<file path="config.mk">
export PLATFORM = sky130hd
export DESIGN_NAME = clock_divider_multi
export DESIGN_NICKNAME = d
export VERILOG_FILES = /design/src/rtl/clock_divider_multi.sv
export SDC_FILE = /design/constraint.sdc
export NUM_CORES = 1
export LEC_CHECK = 0
export CORE_AREA = 2 2 187 226
export DETAILED_ROUTE_END_ITERATION = 6
export DIE_AREA = 0 0 189 228
export GPL_TIMING_DRIVEN = 1
export PLACE_DENSITY = 0.66
export SYNTH_ARGS = -nofsm -noshare
export SYNTH_HDL_FRONTEND = slang
export SYNTH_SLANG_ARGS = --single-unit
</file>
<file path="constraint.sdc">
create_clock -name clock_in -period 5.3 [get_ports clock_in]
set_input_delay 0.53 -clock clock_in [delete_from_list [all_inputs] [get_ports clock_in]]
set_output_delay 0.53 -clock clock_in [all_outputs]
set_load 0.01 [all_outputs]
</file>
<file path="src/rtl/clock_divider_multi.sv">
// ---------------------------------------------------------------------------
// clock_divider_multi
//   A bank of N_CH independent clock dividers running off one system clock.
//   Each channel produces a ~50% duty divided clock plus a one-cycle tick
//   strobe per divided period. Divisors are written at runtime through a
//   small write port and only take effect when the channel's period wraps
//   (or immediately while the channel is disabled), so the divided clock
//   never shows a runt pulse.
//
//   Optional feature macro: GLOBAL_SYNC_EN
//     When defined, an extra input sync_restart phase-aligns every channel
//     by holding all counters at zero and applying any pending divisor.
//     When undefined, the port does not exist and channels only realign
//     through reset or their enables.
// ---------------------------------------------------------------------------
module clock_divider_multi #(
   parameter int               N_CH        = 4,
   parameter int               CH_W        = 2,
   parameter int               CNT_W       = 28,
   parameter logic [CNT_W-1:0] DEFAULT_DIV = CNT_W'(6666666)
) (
   input  logic              clock_in,
   input  logic              reset,
   input  logic [N_CH-1:0]   enable,
   input  logic              wr_en,
   input  logic [CH_W-1:0]   wr_ch,
   input  logic [CNT_W-1:0]  wr_div,
`ifdef GLOBAL_SYNC_EN
   input  logic              sync_restart,
`endif
   output logic              wr_ack,
   output logic [N_CH-1:0]   clk_out,
   output logic [N_CH-1:0]   tick
);

   // One extra bit so the channel-count limit fits even when N_CH == 2**CH_W.
   localparam logic [CH_W:0] NCH_LIM = (CH_W + 1)'(N_CH);

   logic              w_wrAccept;
   logic [CNT_W-1:0]  w_clampDiv;
   logic              w_sync;
   logic              r_wrAck;

   // A write is only honoured when it addresses a channel that exists.
   assign w_wrAccept = wr_en && ({1'b0, wr_ch} < NCH_LIM);

   // Divisors below 2 cannot produce a clock, so they are raised to 2.
   assign w_clampDiv = (wr_div < CNT_W'(2)) ? CNT_W'(2) : wr_div;

`ifdef GLOBAL_SYNC_EN
   assign w_sync = sync_restart;
`else
   assign w_sync = 1'b0;
`endif

   // Acknowledge pulse: registered one cycle after an accepted write.
   always_ff @(posedge clock_in) begin
      if (reset) begin
         r_wrAck <= 1'b0;
      end else begin
         r_wrAck <= w_wrAccept;
      end
   end

   assign wr_ack = r_wrAck;

   for (genvar gi = 0; gi < N_CH; gi++) begin : g_ch
      logic [CNT_W-1:0] r_cnt;
      logic [CNT_W-1:0] r_divAct;
      logic [CNT_W-1:0] r_divPend;
      logic             r_pend;
      logic             r_clkOut;
      logic             r_tick;

      logic [CNT_W-1:0] w_cntNext;
      logic [CNT_W-1:0] w_divActNext;
      logic [CNT_W-1:0] w_divPendNext;
      logic             w_pendNext;
      logic             w_clkNext;
      logic             w_tickNext;
      logic [CNT_W-1:0] w_lastCnt;
      logic             w_wrap;
      logic             w_wrHit;

      // Last count of the period; anything at or beyond it wraps, which also
      // pulls a counter back into range after a divisor shrink.
      assign w_lastCnt = r_divAct - CNT_W'(1);
      assign w_wrap    = (r_cnt >= w_lastCnt);
      assign w_wrHit   = w_wrAccept && (wr_ch == CH_W'(gi));

      // Next-state logic for one channel. A stopped channel (disabled or
      // held by the global restart) sits at count zero with quiet outputs
      // and adopts a pending divisor straight away. A running channel
      // counts, derives its clock and tick from the current count, and
      // swaps in a pending divisor only at its wrap. A write landing this
      // cycle is recorded last, so it never takes effect at the wrap that
      // happens on the same edge.
      always_comb begin
         w_cntNext     = r_cnt;
         w_divActNext  = r_divAct;
         w_divPendNext = r_divPend;
         w_pendNext    = r_pend;
         w_clkNext     = 1'b0;
         w_tickNext    = 1'b0;

         if (w_sync || !enable[gi]) begin
            w_cntNext = '0;
            if (r_pend) begin
               w_divActNext = r_divPend;
               w_pendNext   = 1'b0;
            end
         end else begin
            w_clkNext  = (r_cnt < (r_divAct >> 1));
            w_tickNext = (r_cnt == w_lastCnt);
            if (w_wrap) begin
               w_cntNext = '0;
               if (r_pend) begin
                  w_divActNext = r_divPend;
                  w_pendNext   = 1'b0;
               end
            end else begin
               w_cntNext = r_cnt + CNT_W'(1);
            end
         end

         if (w_wrHit) begin
            w_divPendNext = w_clampDiv;
            w_pendNext    = 1'b1;
         end
      end

      // Channel state and registered outputs; reset discards pending writes.
      always_ff @(posedge clock_in) begin
         if (reset) begin
            r_cnt     <= '0;
            r_divAct  <= DEFAULT_DIV;
            r_divPend <= DEFAULT_DIV;
            r_pend    <= 1'b0;
            r_clkOut  <= 1'b0;
            r_tick    <= 1'b0;
         end else begin
            r_cnt     <= w_cntNext;
            r_divAct  <= w_divActNext;
            r_divPend <= w_divPendNext;
            r_pend    <= w_pendNext;
            r_clkOut  <= w_clkNext;
            r_tick    <= w_tickNext;
         end
      end

      assign clk_out[gi] = r_clkOut;
      assign tick[gi]    = r_tick;
   end

endmodule

</file>
==> run summary, run 1 <==
status: finished, final reports clean
H-tree lvl count: 2
clk sink count: 349
syn_nets: 2,720
simple-gate share of the synthesized area: 24.0%
Syn Std Cell Area: 20,300 um2
post-layout min period: 4.71 ns
final setup fails: 0
vias in the first global route: 16,300
GRT Max-Usage Layer: met2
RSZ-0062 raised after global routing: no
HP Class: flip-flop to flip-flop
Worst Setup Start Kind: flip-flop
yosys warns: 0
vias per std cell: 5.54
Slew @ Worst Pin: 1.23 ns
Initial Util: 49.3%
number of flops mapped to enable cells by yosys: 0
Core Box Area: 41,100 um2
Crit Path Class: flip-flop to flip-flop
Post-synth ARST share: 0%
ys flop type: dfxtp_1
Crit path arrival time: 5.16 ns
wire length of the first global-routing pass: 83,300 um
most frequent CP cell: ha_1
pwr dens: 260 nW/um2
initial antenna violation count: 2
row count: 82
most frequent cells in the layout: nand2_1 (380), dfxtp_1 (349), nor2_1 (281)
first-iteration detailed-routing DRC count: 1,027
CP max-delay cell: or4_4
post-synthesis cell type count: 66
fin crit share: 88.9%
Post-CTS Hold Fix Bufs: 0
largest family of logic cells by synthesized area: simple AND/OR/NAND/NOR gates
CTS root buf: clkbuf_16
sequential fraction of the synthesis area: 34.4%
adder-cell share of the synthesized area: 13.8%
Total Wirelength: 50,200 um
Post-CTS Setup Bufs: 0
Die Span X: 189 um
Post-Syn Instances: 2,459
Setup crit end kind: flip-flop
M1 GR Usage: 30.6%
IO Port Bufs: 45
router iterations before antenna repair: 4
CTS tree: built
dominant cells by area after synthesis: dfxtp_1 (34%), ha_1 (14%), nand2_1 (7.0%)
Ant. Diodes: 0
Lkg Pwr: 9.21 nW
cells along the critical path: inv_1 > ha_1 > or4b_4 > nor3_4 > nand2_1 > or4_4 > nor4_4 > xnor2_1 > ha_1 > nand4_1 > nor4_1 > o31ai_1 > a21boi_4 > buf_4 > mux2i_1
compound-gate portion of the synthesized area: 10.1%
crit-path max cell delay: 0.53 ns
Clock Latency Late Sink: 0.54 ns
Crit path required time: 5.75 ns
HPWL Detailed: 36,800 um
share of the synthesized area in the top cell type: 34.4%
num ports: 46
total track usage: 23.4%
peak supply drop: 0.000315 V
multiplexer area fraction after synthesis: 4.14%
Final #Nets: 2,715
detail-routed net length per standard cell: 16.6 um
setup tns final: 0 ns
CTS Buf Count: 37
grt total ovfl: 0
xor-xnor portion of the synthesized cell area: 8.89%
CTS clk-pin slew, worst paths: 0.06 ns
Die H: 228 um
routability congestion estimate: 0.872
highest clock rate: 212 MHz
final core utilization: 54.6%
filler cell count: 3,794
leading area contributor after synthesis: dfxtp_1
Area growth, synth to finish: 10.7%
Worst slew margin: 17.6%
met3 track demand over resource: 3.06%
most common cell after layout, fill and taps aside: nand2_1
share of cells above drive strength 1: 4.43%
Hold Fails Final Rpt: 0
post-cts resize count: 0
Worst Path Max Fanout: 28
Clock Path Buffers: 3
Mapped Avg Cell Area: 8.25 um2
max_cap viols: 0
# DRC: 0
DIE AREA: 43,100 um2
largest net degree at the start of global routing: 100
count of final max-slew check failures: 0
met2 Usage GRT: 39.2%
Clock Skew: 0.0172 ns
remaining antenna violation count: 0
Via Count: 16,800
flops & latches, synth: 349
[power by group]
part | switching (W) | total [W] | internal (W)
clock | 0.00110 | 0.00284 | 0.00174
combinational | 0.000196 | 0.000295 | 0.0000986
sequential | 0.0000341 | 0.00270 | 0.00267
[area by class of cell]
class	instances	area (um2)	area share [%]
Clock inverter	13	234	1.04
Clock buffer	53	1100	4.89
Inverter	130	490	2.18
Timing Repair Buffer	63	583	2.59
Tap cell	546	683	3.04
Multi-Input combinational cell	1873	12400	55.2
Sequential cell	349	6990	31.1
[cell families after synthesis]
| logic type | after synthesis |
|---|---|
| fa+ha+maj | 224 |
| mux | 84 |
| buf+inv | 237 |
| xor+xnor | 206 |
| simple gates | 1047 |
| flops | 349 |
| compound gates | 312 |
[per-layer routing]
layer  wire length [um]  vias to the layer above
met4               1890                        4
met1              23000                     7899
met5                 31                        -
met3               1760                       98
li1                   -                     8504
met2              23500                      257
[worst max-delay path, delay by kind of cell, from the launching register on]
kind / cells / cell delay (ns)
adder cells (fa/ha/maj): 2 / 0.51
flip-flops: 1 / 0.35
buffers and inverters: 2 / 0.49
multiplexers: 1 / 0.25
AND/OR/NAND/NOR: 7 / 2.33
XOR/XNOR: 1 / 0.11
AO/OA/AOI/OAI: 2 / 0.55
[cells in the mapped netlist (all sizes together) (5+ instances only)]
master and count:
a2111oi 5, a21o 58, a21oi 122, a31oi 5
and2 7, and3 26, and4 16, buf 20
clkbuf 87, dfxtp 349, ha 224, inv 129
mux2i 84, nand2 380, nand2b 9, nand3 127
nand4 68, nor2 281, nor2b 5, nor3 49
nor3b 5, nor4 37, o2111ai 15, o211ai 35
o21a 10, o21ai 13, o31ai 20, or2 10
or3 6, or4 10, xnor2 153, xor2 53
[registers in the layout, summed over array words and instances (netlist names)]
| signal | count |
|---|---|
| g_ch.r_divAct | 112 |
| g_ch.r_cnt | 112 |
| g_ch.r_divPend | 112 |
| wr_ack | 1 |
| g_ch.r_clkOut | 4 |
| g_ch.r_tick | 4 |
| g_ch.r_pend | 4 |
[final timing paths]
| check | startpoint | end | slack, ns | depth (start not counted) |
|---|---|---|---|---|
| worst max-delay path | g_ch[1].r_divAct[1]$_SDFFE_PP1P_ | g_ch[1].r_divAct[4]$_SDFFE_PP0P_ | 0.59 | 15 |
| worst min-delay path | g_ch[1].r_divPend[14]$_SDFFE_PP0P_ | g_ch[1].r_divPend[14]$_SDFFE_PP0P_ | 0.46 | 2 |
| worst max register to register | g_ch[1].r_divAct[1]$_SDFFE_PP1P_ | g_ch[1].r_divAct[4]$_SDFFE_PP0P_ | 0.59 | 15 |
| worst min register to register | g_ch[1].r_divPend[14]$_SDFFE_PP0P_ | g_ch[1].r_divPend[14]$_SDFFE_PP0P_ | 0.46 | 2 |
[per-stage QoR]
step	instance area [um2]	hold slack, ns	std cells	total power (W)	worst slack, ns
finish	22500	0.455	3027	0.00584	0.587
global route	22500	0.479	3027	0.00602	0.248
CTS	22500	0.454	3027	0.00588	0.532
detailed placement	21100	0.447	2961	0.00305	0.583
global placement	21100	0.443	2961	0.00305	0.715
floorplan	20300	0.437	2459	0.00293	1.26
Power figures use the tool's default switching activity.
==> run 2, diff against run 1 <==
- SKIP_LAST_GASP: unset -> 1
==> results of run 2 <==
No change in the layout: final DEF, timing and power equal those of run 1.
